===== src/rtl/mips_pkg.sv =====
// Shared pipeline definitions used by the multi-cycle MULTU/DIVU sequencer.
// Contents:
//   ALU_* : 3-bit control codes of the pipeline's combinational ALU
//   seq_state_t : sequencer FSM states (IDLE -> RUN -> DONE -> IDLE)
package mips_pkg;

    localparam logic [2:0] ALU_AND = 3'b000;
    localparam logic [2:0] ALU_OR  = 3'b001;
    localparam logic [2:0] ALU_ADD = 3'b010;
    localparam logic [2:0] ALU_SUB = 3'b110;
    localparam logic [2:0] ALU_SLT = 3'b111;

    typedef enum logic [1:0] {
        IDLE = 2'd0,
        RUN  = 2'd1,
        DONE = 2'd2
    } seq_state_t;

endpackage


===== src/rtl/muldiv_seq_if.sv =====
// Bundle between the pipeline (EX stage, shared ALU, HI/LO consumers) and
// the MULTU/DIVU sequencer.
//   master : pipeline side; issues start/op_div/opa/opb/flush, returns the
//            shared ALU result, observes busy/done/hi/lo and the ALU request.
//   slave  : sequencer side.
// Signals:
//   start, op_div, opa, opb, flush   request and abort
//   alu_req, alu_a, alu_b, alu_ctrl  sequencer drive of the shared ALU
//   alu_result                       combinational ALU output
//   busy, done, hi, lo               status and results
interface muldiv_seq_if #(
    parameter int unsigned WIDTH = 32
);
    logic             start;
    logic             op_div;
    logic [WIDTH-1:0] opa;
    logic [WIDTH-1:0] opb;
    logic             flush;
    logic             alu_req;
    logic [WIDTH-1:0] alu_a;
    logic [WIDTH-1:0] alu_b;
    logic [2:0]       alu_ctrl;
    logic [WIDTH-1:0] alu_result;
    logic             busy;
    logic             done;
    logic [WIDTH-1:0] hi;
    logic [WIDTH-1:0] lo;

    modport master (
        output start, op_div, opa, opb, flush, alu_result,
        input  alu_req, alu_a, alu_b, alu_ctrl, busy, done, hi, lo
    );

    modport slave (
        input  start, op_div, opa, opb, flush, alu_result,
        output alu_req, alu_a, alu_b, alu_ctrl, busy, done, hi, lo
    );

endinterface


===== src/rtl/muldiv_seq.sv =====
// Multi-cycle MULTU/DIVU sequencer. Holds no adder of its own: while in RUN
// it drives the pipeline's shared ALU (add for shift-add multiply, subtract
// for restoring division) one iteration per cycle, WIDTH iterations total.
// Ports:
//   clk    rising-edge clock
//   rst_n  synchronous active-low reset
//   bus    muldiv_seq_if.slave: request, shared-ALU drive/result, busy,
//          one-cycle done pulse, HI/LO results
module muldiv_seq
    import mips_pkg::*;
#(
    parameter int unsigned WIDTH = 32,
    parameter int unsigned CNT_W = 6
) (
    input logic          clk,
    input logic          rst_n,
    muldiv_seq_if.slave  bus
);

    localparam logic [CNT_W-1:0] LastCount = CNT_W'(WIDTH - 1);

    seq_state_t       state_q, state_d;
    logic [CNT_W-1:0] count_q, count_d;
    logic [WIDTH-1:0] hi_q, hi_d;
    logic [WIDTH-1:0] lo_q, lo_d;
    logic [WIDTH-1:0] opr_q, opr_d;    // multiplicand or divisor
    logic             div_q, div_d;

    logic             top;
    logic [WIDTH-1:0] rs;
    logic             carry;

    // Restoring-division partial remainder shifted left by one; top is the
    // bit shifted out, which forces a subtract since rs+2^WIDTH > divisor.
    assign top   = hi_q[WIDTH-1];
    assign rs    = {hi_q[WIDTH-2:0], lo_q[WIDTH-1]};
    // The ALU sum wraps; an unsigned result smaller than an addend is a carry.
    assign carry = (bus.alu_result < hi_q);

    // Shared ALU drive
    always_comb begin
        bus.alu_req  = 1'b0;
        bus.alu_a    = '0;
        bus.alu_b    = '0;
        bus.alu_ctrl = ALU_ADD;
        if (state_q == RUN) begin
            bus.alu_req = 1'b1;
            if (div_q) begin
                bus.alu_a    = rs;
                bus.alu_b    = opr_q;
                bus.alu_ctrl = ALU_SUB;
            end else begin
                bus.alu_a    = hi_q;
                bus.alu_b    = lo_q[0] ? opr_q : '0;
                bus.alu_ctrl = ALU_ADD;
            end
        end
    end

    // Next-state and datapath
    always_comb begin
        state_d = state_q;
        count_d = count_q;
        hi_d    = hi_q;
        lo_d    = lo_q;
        opr_d   = opr_q;
        div_d   = div_q;
        unique case (state_q)
            IDLE: begin
                if (bus.start) begin
                    count_d = '0;
                    opr_d   = bus.opb;
                    div_d   = bus.op_div;
                    if (bus.op_div && (bus.opb == '0)) begin
                        hi_d    = bus.opa;
                        lo_d    = '1;
                        state_d = DONE;
                    end else begin
                        hi_d    = '0;
                        lo_d    = bus.opa;
                        state_d = RUN;
                    end
                end
            end
            RUN: begin
                if (bus.flush) begin
                    state_d = IDLE;
                end else begin
                    if (div_q) begin
                        if (top || (rs >= opr_q)) begin
                            hi_d = bus.alu_result;
                            lo_d = {lo_q[WIDTH-2:0], 1'b1};
                        end else begin
                            hi_d = rs;
                            lo_d = {lo_q[WIDTH-2:0], 1'b0};
                        end
                    end else begin
                        {hi_d, lo_d} = {carry, bus.alu_result, lo_q[WIDTH-1:1]};
                    end
                    if (count_q == LastCount) begin
                        state_d = DONE;
                    end else begin
                        count_d = count_q + CNT_W'(1);
                    end
                end
            end
            DONE: begin
                state_d = IDLE;
            end
            default: begin
                state_d = IDLE;
            end
        endcase
    end

    always_ff @(posedge clk) begin
        if (!rst_n) begin
            state_q <= IDLE;
            count_q <= '0;
            hi_q    <= '0;
            lo_q    <= '0;
            opr_q   <= '0;
            div_q   <= 1'b0;
        end else begin
            state_q <= state_d;
            count_q <= count_d;
            hi_q    <= hi_d;
            lo_q    <= lo_d;
            opr_q   <= opr_d;
            div_q   <= div_d;
        end
    end

    // Status; a flush in DONE swallows the pulse.
    always_comb begin
        bus.busy = (state_q != IDLE);
        bus.done = (state_q == DONE) && !bus.flush;
        bus.hi   = hi_q;
        bus.lo   = lo_q;
    end

endmodule


===== src/flat_wrapper.sv =====
// flat-port wrapper written by rule: the top's interface ports become plain ports
module muldiv_seq_flat import mips_pkg::*;
#(
    parameter int unsigned WIDTH = 32,
    parameter int unsigned CNT_W = 6
)
  (clk, rst_n, bus_start, bus_op_div, bus_opa, bus_opb, bus_flush, bus_alu_result, bus_alu_req, bus_alu_a, bus_alu_b, bus_alu_ctrl, bus_busy, bus_done, bus_hi, bus_lo);
  muldiv_seq_if #(.WIDTH(WIDTH)) bus_i ();
  input logic clk;
  input logic rst_n;
  input wire logic [$bits(bus_i.start)-1:0] bus_start;
  input wire logic [$bits(bus_i.op_div)-1:0] bus_op_div;
  input wire logic [$bits(bus_i.opa)-1:0] bus_opa;
  input wire logic [$bits(bus_i.opb)-1:0] bus_opb;
  input wire logic [$bits(bus_i.flush)-1:0] bus_flush;
  input wire logic [$bits(bus_i.alu_result)-1:0] bus_alu_result;
  output wire logic [$bits(bus_i.alu_req)-1:0] bus_alu_req;
  output wire logic [$bits(bus_i.alu_a)-1:0] bus_alu_a;
  output wire logic [$bits(bus_i.alu_b)-1:0] bus_alu_b;
  output wire logic [$bits(bus_i.alu_ctrl)-1:0] bus_alu_ctrl;
  output wire logic [$bits(bus_i.busy)-1:0] bus_busy;
  output wire logic [$bits(bus_i.done)-1:0] bus_done;
  output wire logic [$bits(bus_i.hi)-1:0] bus_hi;
  output wire logic [$bits(bus_i.lo)-1:0] bus_lo;
  assign bus_i.start = bus_start;
  assign bus_i.op_div = bus_op_div;
  assign bus_i.opa = bus_opa;
  assign bus_i.opb = bus_opb;
  assign bus_i.flush = bus_flush;
  assign bus_i.alu_result = bus_alu_result;
  assign bus_alu_req = bus_i.alu_req;
  assign bus_alu_a = bus_i.alu_a;
  assign bus_alu_b = bus_i.alu_b;
  assign bus_alu_ctrl = bus_i.alu_ctrl;
  assign bus_busy = bus_i.busy;
  assign bus_done = bus_i.done;
  assign bus_hi = bus_i.hi;
  assign bus_lo = bus_i.lo;
  muldiv_seq #(.WIDTH(WIDTH), .CNT_W(CNT_W)) u_core (.clk(clk), .rst_n(rst_n), .bus(bus_i));
endmodule

===== config.mk =====
export PLATFORM = sky130hd
export DESIGN_NAME = muldiv_seq_flat
export DESIGN_NICKNAME = d
export VERILOG_FILES = /design/src/rtl/mips_pkg.sv /design/src/rtl/muldiv_seq_if.sv /design/src/rtl/muldiv_seq.sv /design/src/flat_wrapper.sv
export SDC_FILE = /design/constraint.sdc
export NUM_CORES = 1
export LEC_CHECK = 0
export CAP_MARGIN = 20
export CORE_MARGIN = 2
export CORE_UTILIZATION = 48
export CTS_CLUSTER_DIAMETER = 150
export DETAILED_ROUTE_END_ITERATION = 10
export GPL_TIMING_DRIVEN = 0
export PLACE_DENSITY = 0.83
export SETUP_SLACK_MARGIN = 0.05
export SKIP_CTS_REPAIR_TIMING = 1
export SLEW_MARGIN = 20
export SYNTH_ARGS = -nofsm -noshare
export SYNTH_HDL_FRONTEND = slang
export SYNTH_SLANG_ARGS = --single-unit

===== constraint.sdc =====
create_clock -name clk -period 3.4 [get_ports clk]
set_clock_uncertainty 0.15 [all_clocks]
set_input_delay 0.34 -clock clk [delete_from_list [all_inputs] [get_ports clk]]
set_output_delay 0.34 -clock clk [all_outputs]
set_load 0.05 [all_outputs]

Yosys cells after proc, flatten, opt, wreduce, memory -nomap -nowiden
Cells that the tools add are included.
{"block": "totals", "latchBits": 0, "mem_count": 0, "mem_bits_ro": 0, "out_inout_bits": 134, "elab_cells": 57, "in_bits": 101, "register_bits": 105, "ram_bits": 0}
{"block": "classes", "multipliers": 0, "muxes": 29, "n_shift": 0, "bitwise": 0, "n_reduce_logical": 12, "div_mod_pow": 0, "n_addsub": 1, "n_lt_le_gt_ge": 2, "eq_ne": 7}
{"op": "32-bit 2-to-1 mux", "count": 14}
{"op": "32-bit one-hot mux with 2 select lines", "count": 2}
{"op": "32-bit greater-or-equal comparator", "count": 1}
{"op": "32-bit logical NOT", "count": 1}
{"op": "32-bit less-than comparator", "count": 1}
{"op": "6-bit 2-to-1 mux", "count": 3}
{"op": "6-bit one-hot mux with 2 select lines", "count": 1}
{"op": "2-bit 2-to-1 mux", "count": 4}
{"op": "6-bit by 1-bit adder with 6-bit output (second input constant)", "count": 1}
{"op": "6-bit by 5-bit == test with 1-bit output (second input constant)", "count": 1}
{"op": "3-bit 2-to-1 mux", "count": 2}
{"op": "2-bit != test (second input constant)", "count": 3}
{"op": "2-bit one-hot mux with 2 select lines", "count": 1}
{"op": "2-bit AND reduction", "count": 2}
{"op": "4-bit AND reduction", "count": 1}
{"op": "2-bit nonzero test", "count": 2}
{"op": "3-bit != test (second input constant)", "count": 1}
{"op": "3-bit AND reduction", "count": 1}
{"op": "2-bit by 1-bit == test with 1-bit output (second input constant)", "count": 1}
{"op": "2-bit == test (second input constant)", "count": 1}
{"op": "1-bit logical AND", "count": 2}
{"op": "2-bit logical NOT", "count": 1}
{"op": "1-bit 2-to-1 mux", "count": 2}
{"op": "1-bit logical NOT", "count": 1}
{"op": "1-bit logical OR", "count": 1}

Longest topological paths before layout
Gate-level depths: netlist of the first run.
{"block": "depth", "word_depth": 6, "mapped_depth": 10, "mapped_depth_nobuf": 9}

Worst setup path before layout of the first run
Ideal clock, no wire load.
{"block": "synth_path", "kind": "register to register", "startpoint": "register u_core.hi_q[16] (netlist: u_core.bus.hi[16])", "endpoint": "register u_core.hi_q[31] (netlist: u_core.bus.hi[31])", "stages_incl_launch_ff": 9, "synth_period_minus_slack_ns": 2.803, "arrival_ns": 2.579, "setup_ns": 0.074, "path_slack_ns": 0.597, "path_cell_list": "dfxtp_1 -> ha_1 -> a21oi_1 -> o21ai_0 -> a221oi_1 -> o21ai_1 -> a211oi_4 -> mux2_2 -> a31oi_1"}
{"block": "synth_via", "elab_chain_cells": 6}
{"item": "from (decl)", "line_no": "muldiv_seq.sv:24", "source": "logic [WIDTH-1:0] hi_q, hi_d;"}
{"item": "from (signal assigned)", "line_no": "muldiv_seq.sv:127", "source": "hi_q <= hi_d;"}
{"item": "32-bit greater-or-equal comparator", "line_no": "muldiv_seq.sv:90", "source": "if (top || (rs >= opr_q)) begin"}
{"item": "1-bit logical OR", "line_no": "muldiv_seq.sv:90"}
{"item": "32-bit 2-to-1 mux", "line_no": "muldiv_seq.sv:90"}
{"item": "32-bit 2-to-1 mux *", "line_no": "muldiv_seq.sv:89", "source": "if (div_q) begin"}
{"item": "32-bit 2-to-1 mux *", "line_no": "muldiv_seq.sv:86", "source": "if (bus.flush) begin"}
{"item": "32-bit one-hot mux with 2 select lines *", "line_no": "muldiv_seq.sv:68", "source": "unique case (state_q)"}
Every way passes the cells marked *; elsewhere a longest branch is shown, timed or not. The select of a mux whose other input is x is not followed.
A chain may end at the register's enable or synchronous reset.

Final worst setup path of the first run
{"block": "layout_path", "startpoint": "register u_core.div_q", "endpoint": "output bus_alu_a[26]"}
{"block": "layout_via", "elab_chain_cells": 2}
{"item": "from (decl)", "line_no": "muldiv_seq.sv:27", "source": "logic div_q, div_d;"}
{"item": "from (signal assigned)", "line_no": "muldiv_seq.sv:130", "source": "div_q <= div_d;"}
{"item": "32-bit 2-to-1 mux", "line_no": "muldiv_seq.sv:48", "source": "if (div_q) begin"}
{"item": "32-bit 2-to-1 mux", "line_no": "muldiv_seq.sv:46", "source": "if (state_q == RUN) begin"}
{"item": "to (decl)", "line_no": "flat_wrapper.sv:18", "source": "output wire logic [$bits(bus_i.alu_a)-1:0] bus_alu_a;"}
No other way between the ends.

==> results of run 1 <==
==> power breakdown <==
part | switching [mW] | internal, mW | leakage [nW]
Sequential | 0.159 | 1.34 | 0.866
Combinational | 1.04 | 0.656 | 3.04
Clock | 0.515 | 0.670 | 0.163
Total | 1.72 | 2.66 | 4.07
==> critical path, delay by kind of cell (launching register included) <==
kind          cells  cell delay, ps
flops             1             590
simple gates      1             110
buf+inv           3            1590
mux               1             130
==> worst paths after layout <==
kind | startpoint | to | slack [ps]
setup / recovery | u_core.div_q | bus_alu_a[26] | 130
hold reg to reg | u_core.opr_q[28] | u_core.opr_q[28] | 310
hold / removal | u_core.opr_q[28] | u_core.opr_q[28] | 310
setup reg to reg | u_core.bus.lo[31] | u_core.bus.hi[4] | 310
==> registers in the layout (all words and copies together) (netlist names) <==
| signal | cells |
|---|---|
| u_core.bus.lo | 32 |
| u_core.opr_q | 32 |
| u_core.state_q | 2 |
| u_core.count_q | 6 |
| u_core.bus.hi | 32 |
| u_core.div_q | 1 |
==> layout make-up <==
cell class	count	area, um^2	area share (%)
Sequential cell	105	2100	20.3
Antenna cell	1	2.50	0.0242
Clock buffer	10	239	2.31
Buffer	76	350	3.39
Multi-Input combinational cell	707	4680	45.3
Timing Repair Buffer	232	2390	23.1
Clock inverter	6	87.6	0.848
Inverter	66	248	2.40
Tap cell	188	235	2.28
==> stage by stage <==
step / area, um^2 / TNS [ps] / hold slack (ps) / setup slack (ps)
after CTS: 10300 / -6190 / 316 / -409
after floorplan: 7370 / 0 / 293 / 597
after detailed placement: 9930 / -2.90 / 307 / -2.35
after global routing: 10300 / 0 / 337 / 47.2
after global placement: 9930 / 0 / 300 / 4.11
final: 10300 / 0 / 314 / 129
==> logic make-up (layout without fill, tap and decap cells) <==
kind of cell             Yosys count  count (layout)  share of synthesized area, %
other                              2               3                         0.102
XOR/XNOR                           4               4                         0.475
buffers and inverters            143             390                          8.01
AO/OA/AOI/OAI                    257             257                          23.0
adder cells (fa/ha/maj)           64              64                          10.9
flip-flops                       105             105                          28.5
AND/OR/NAND/NOR                  318             318                          20.6
multiplexers                      62              62                          8.44
==> per-layer routing <==
layer | vias to the layer above | track usage, % | routed length (um)
met5 | - | 0 | 0
met4 | 0 | 11.8 | 664
met3 | 53 | 5.18 | 2560
met2 | 484 | 52.2 | 12400
met1 | 3969 | 41.9 | 11200
li1 | 3935 | - | -
==> placed cells by master (no fill, tap or decap), types with 3 or more instances in the layout <==
master           netlist  routed
a21boi_0              34      34
a21o_1                 7       7
a21oi_1               55      55
a221oi_1              32      32
a31oi_1                4       4
a32oi_1               30      30
and3_1                 3       3
buf_1                 14       8
buf_2                 13      13
buf_6                  4       4
clkbuf_1              44      40
clkbuf_16              0       9
clkbuf_2               0       9
clkdlybuf4s50_1        0     206
dfxtp_1              105     105
dlymetal6s2s_1         0      26
ha_1                  64      64
inv_1                 66      66
mux2i_1               61      61
nand2_1              123     123
nand2b_1               3       3
nand3_1               38      38
nand3b_1              31      31
nand4_1               11      11
nor2_1                49      49
nor2b_1                3       3
nor3_1                39      39
nor3b_1                3       3
nor4_1                 6       6
o21ai_0               77      77
o21ai_1                3       3
xor2_1                 3       3
==> key figures, run 1 <==
Power and ir drop
  – Power Total: 4.38 mW
  – Leak: approximately 4.1 nW
  – P per Cell Area: about 420 mW/mm^2
  – Max VDD drop: between 0.0003 and 0.0004 V

Global route
  – Initial antenna violation count: 1
  – Gr ovfl total: 0
  – Pin count of the biggest net entering global routing: 18
  – GRT Total Usage: 31.7%
  – First-pass GRT wire length: 41.3 mm
  – Vias in the first global route: between 7,000 and 8,000

CTS
  – Clock Latency Late Sink: roughly 360 ps
  – CTS Root Cell: clkbuf_16
  – CTS max path bufs: 2
  – # clock sinks: between 100 and 150
  – Clock slew at reported path FFs: 70 ps
  – TritonCTS buffer count: 9
  – CTS tree: built
  – H-tree levels: 3

Worst setup path
  – CP Data Arrival Time: 2780 ps
  – Slowest stage delay, CP: slightly above 800 ps
  – Slowest stage cell, crit path: clkdlybuf4s50_1
  – Cell Chain, Critical Path: buf_2 -> clkbuf_2 -> mux2i_1 -> nor2_1 -> clkdlybuf4s50_1
  – CP Class: flop to primary output
  – Worst Reg-to-Reg Cells: 10
  – Crit-path max FO: 10
  – CP endpoint kind: primary output
  – CP startpoint kind: flop
  – Worst EP required: slightly below 3000 ps

Hold path
  – HP Class: flop to flop
  – Hold Path Depth: 2

Cells and area
  – P&R area growth vs syn: 40.1%
  – Final core utilization: 68.5%
  – Final Non-Filler Cells: 1,391
  – Fill cells: 1,267
  – Nets: 1,362
  – Layout cell share with drive strength beyond 1: 4.16%

Routing
  – 1st-iter DRT viols: approximately 880
  – DR vias/cell: 6.07
  – DRC viols: 0
  – DRT antenna net count: 0
  – DR vias: 8,441
  – Pre-antenna DRT Iters: 6
  – Wirelength per Cell: 19.2 um
  – DRT Wirelength: 26.8 mm

Die
  – Boundary Pins: 235
  – Die width: between 100 and 150 um
  – Row cnt: 45
  – Placeable core area: 0.0151 mm^2
  – DIE AREA: 0.0164 mm^2
  – Die Ht: between 100 and 150 um
  – Initial Utilization: 48.8%

Logic synthesis
  – Post-synth EDFFs: 0
  – Biggest area consumer among synthesized cells: dfxtp_1
  – Commonest cells in the netlist: 123 x nand2_1, 105 x dfxtp_1, 77 x o21ai_0
  – Synth Area per Inst: 7.72 um^2
  – Post-synth ARST share: 0%
  – Main synth FF type: dfxtp_1
  – Top post-synthesis cells by area: dfxtp_1 29%, ha_1 11%, mux2i_1 8.3%
  – Synth top area share: 28.5%
  – Count leader, synth: nand2_1
  – Mapped Area: 0.00737 mm^2
  – Post-Syn Nets: 1,120
  – Yosys cell types: 52
  – Synthesized netlist cell count: 955
  – Seq/Total Area, Yosys: between 20% and 30%
  – #FFs+latches synth: between 100 and 150
  – Synth warn: 0

Timing
  – Rel. slew slack: 51.2%
  – Fin crit period: 3270 ps
  – Max Clk Rate: 306 MHz
  – Hold Vio Cnt, Final: 0
  – Crit share post-route: 96.2%
  – Setup violations, final: 0
  – Slew at the pin closest to its max-slew limit: between 700 and 800 ps
  – Max-slew violation count: 0
  – Unrepaired setup endpoints after global routing: no

Place
  – Gpl congestion: 0.964
  – Placed cell count: 1,375
  – Dpl hpwl: 20.2 mm
  – PortBufs: 232

Run status
  – Outcome: completed

Run
  – Number of max-cap violations: 0
Note: power is estimated with default switching activity, not from simulation.
==> run 2, diff against run 1 <==
--- a/config.mk
+++ b/config.mk
@@ -6,12 +6,14 @@
 export NUM_CORES = 1
 export LEC_CHECK = 0
 export CAP_MARGIN = 20
+export CELL_PAD_IN_SITES_DETAIL_PLACEMENT = 0
+export CELL_PAD_IN_SITES_GLOBAL_PLACEMENT = 1
 export CORE_MARGIN = 2
-export CORE_UTILIZATION = 48
+export CORE_UTILIZATION = 34
 export CTS_CLUSTER_DIAMETER = 150
 export DETAILED_ROUTE_END_ITERATION = 10
 export GPL_TIMING_DRIVEN = 0
-export PLACE_DENSITY = 0.83
+export PLACE_DENSITY = 0.82
 export SETUP_SLACK_MARGIN = 0.05
 export SKIP_CTS_REPAIR_TIMING = 1
 export SLEW_MARGIN = 20
==> run 2 against run 1 <==
Clock-buffer cell count unchanged. Worst hold slack about the same. Core utilization is 19 points lower. Highest routed layer unchanged.
==> key figures, run 2 (synthesized netlist as in run 1, its figures left out) <==
Routing
  – DRC viols: 0 (unchanged)
  – DR vias: 8,180 (was 8,441)
  – DRT antenna net count: 0 (unchanged)
  – DR vias/cell: 5.54 (was 6.07)
  – DRT Wirelength: 28.8 mm (was 26.8 mm)
  – 1st-iter DRT viols: 568 (was 875)
  – Pre-antenna DRT Iters: 6 (unchanged)
  – Wirelength per Cell: 19.5 um (was 19.2 um)

Global route
  – First-pass GRT wire length: 43.6 mm (was 41.3 mm)
  – Pin count of the biggest net entering global routing: 18 (unchanged)
  – Gr ovfl total: 0 (unchanged)
  – Initial antenna violation count: 0 (was 1)
  – GRT Total Usage: 24.7% (was 31.7%)
  – Vias in the first global route: 7,641 (was 7,903)

Cells and area
  – Nets: 1,363 (was 1,362)
  – Layout cell share with drive strength beyond 1: 4.08% (was 4.16%)
  – Area of the multi-input gates: 0.00468 mm^2 (unchanged)
  – Ant. Diodes: 0 (was 1)
  – Final core utilization: 49.2% (was 68.5%)
  – Fill cells: 2,115 (was 1,267)
  – P&R area growth vs syn: 41.3% (was 40.1%)
  – Register Area: 0.00210 mm^2 (unchanged)
  – Most frequent cells in the layout: 202 x clkdlybuf4s50_1, 123 x nand2_1, 105 x dfxtp_1 (was 206 x clkdlybuf4s50_1, 123 x nand2_1, 105 x dfxtp_1)
  – Commonest non-fill, non-tap cell in the layout: clkdlybuf4s50_1 (unchanged)

Power and ir drop
  – Sw power: 1.75 mW (was 1.72 mW)
  – Seq pwr share: 35.1% (was 34.2%)
  – Leak: 4.12 nW (was 4.07 nW)
  – P per Cell Area: 411 mW/mm^2 (was 424 mW/mm^2)
  – Power Total: 4.28 mW (was 4.38 mW)
  – Max VDD drop: 0.000254 V (was 0.000309 V)
  – Gate power share: 40.3% (was 38.8%)
  – Clock power frac: 24.5% (was 27.1%)
  – Pint: 2.53 mW (was 2.66 mW)
  – Switch share: 40.9% (was 39.2%)

CTS
  – Clock Latency Late Sink: 360 ps (about the same)
  – TritonCTS buffer count: 9 (unchanged)
  – CTS max path bufs: 2 (unchanged)
  – H-tree levels: 3 (unchanged)
  – CTS Root Cell: clkbuf_16 (unchanged)
  – # clock sinks: 105 (unchanged)
  – Clock slew at reported path FFs: 80 ps (was 70 ps)
  – CTS tree: built (unchanged)

Run status
  – Outcome: completed (unchanged)

Hold path
  – HP Class: flop to flop (unchanged)

Die
  – Row cnt: 53 (was 45)
  – Placeable core area: 0.0212 mm^2 (was 0.0151 mm^2)
  – Die width: 151 um (was 128 um)
  – Boundary Pins: 235 (unchanged)
  – Initial Utilization: 34.8% (was 48.8%)
  – DIE AREA: 0.0229 mm^2 (was 0.0164 mm^2)
  – Die Ht: 151 um (was 128 um)

Run
  – Number of max-cap violations: 0 (unchanged)

Timing
  – Unrepaired setup endpoints after global routing: no (unchanged)
  – WHS: 314 ps (about the same)
  – Setup violations, final: 0 (unchanged)
  – Crit share post-route: 94.5% (was 96.2%)
  – Final setup TNS: 0 ps (unchanged)
  – Slew at the pin closest to its max-slew limit: 753 ps (was 732 ps)
  – Max Clk Rate: 311 MHz (was 306 MHz)
  – Rel. slew slack: 49.4% (was 51.2%)
  – Max-slew violation count: 0 (unchanged)
  – Hold Vio Cnt, Final: 0 (unchanged)
  – Fin crit period: 3210 ps (was 3270 ps)
  – Post-route setup slack: 188 ps (was 129 ps)

Worst setup path
  – CP Class: flop to primary output (unchanged)
  – CP startpoint kind: flop (unchanged)
  – CP Data Arrival Time: 2720 ps (was 2780 ps)
  – Worst EP required: 2910 ps (about the same)
  – Crit-path max FO: 10 (unchanged)
  – CP endpoint kind: primary output (unchanged)

Place
  – DP Worst Slack: -86.0 ps (was -2.35 ps)
  – Dpl hpwl: 22.1 mm (was 20.2 mm)
  – PortBufs: 232 (unchanged)
  – Gpl congestion: 0.898 (was 0.964)
[run 2: routing by layer]
metal / GRT usage [%] / vias up / part of all wire, %
li1: - / 3918 / -
met1: 35.0 / 3865 / 46
met3: 3.61 / 30 / 7.9
met5: 0 / - / 0
met2: 39.2 / 367 / 45
met4: 6.12 / 0 / 1.3
[run 2: path summary, 6_finish.rpt]
path	start	endpoint	slack, ps	cells after the start
setup / recovery	u_core.state_q[1]	bus_alu_ctrl[2]	190	6
hold / removal	u_core.opr_q[11]	u_core.opr_q[11]	310	2
setup reg to reg	u_core.bus.hi[28]	u_core.bus.hi[22]	340	10
hold reg to reg	u_core.opr_q[11]	u_core.opr_q[11]	310	2
[run 2: area by class of cell]
type                    instances  share of cell area [%]
inverters                      66                    2.38
clock inverters                 5                   0.372
repair buffers                233                    23.2
plain buffers                  76                    3.35
well taps                     275                    3.30
multi-input cells             707                    44.9
flip-flops and latches        105                    20.2
clock buffers                  10                    2.29
[run 2: power groups by stage]
stage               registers [mW]  logic [mW]  clock network (mW)
finish                        1.50        1.73                1.05
global route                  1.52        1.86                1.11
CTS                           1.50        1.70                1.06
detailed placement            1.53        1.69                   0
global placement              1.53        1.68                   0
floorplan                     1.74       0.824                   0
[run 2: through the flow]
step	std cells	cell area (um^2)
after floorplan	955	7370
after global placement	1462	10000
after detailed placement	1462	10000
after CTS	1477	10300
after global routing	1477	10400
final	1477	10400
[run 2: critical path, stage by stage (launching register included)]
cell             delay (ps)
dfxtp_1                 360
nand2b_1                110
clkbuf_1                350
clkbuf_2                350
buf_1                   390
nor2_1                   70
clkdlybuf4s50_1         720
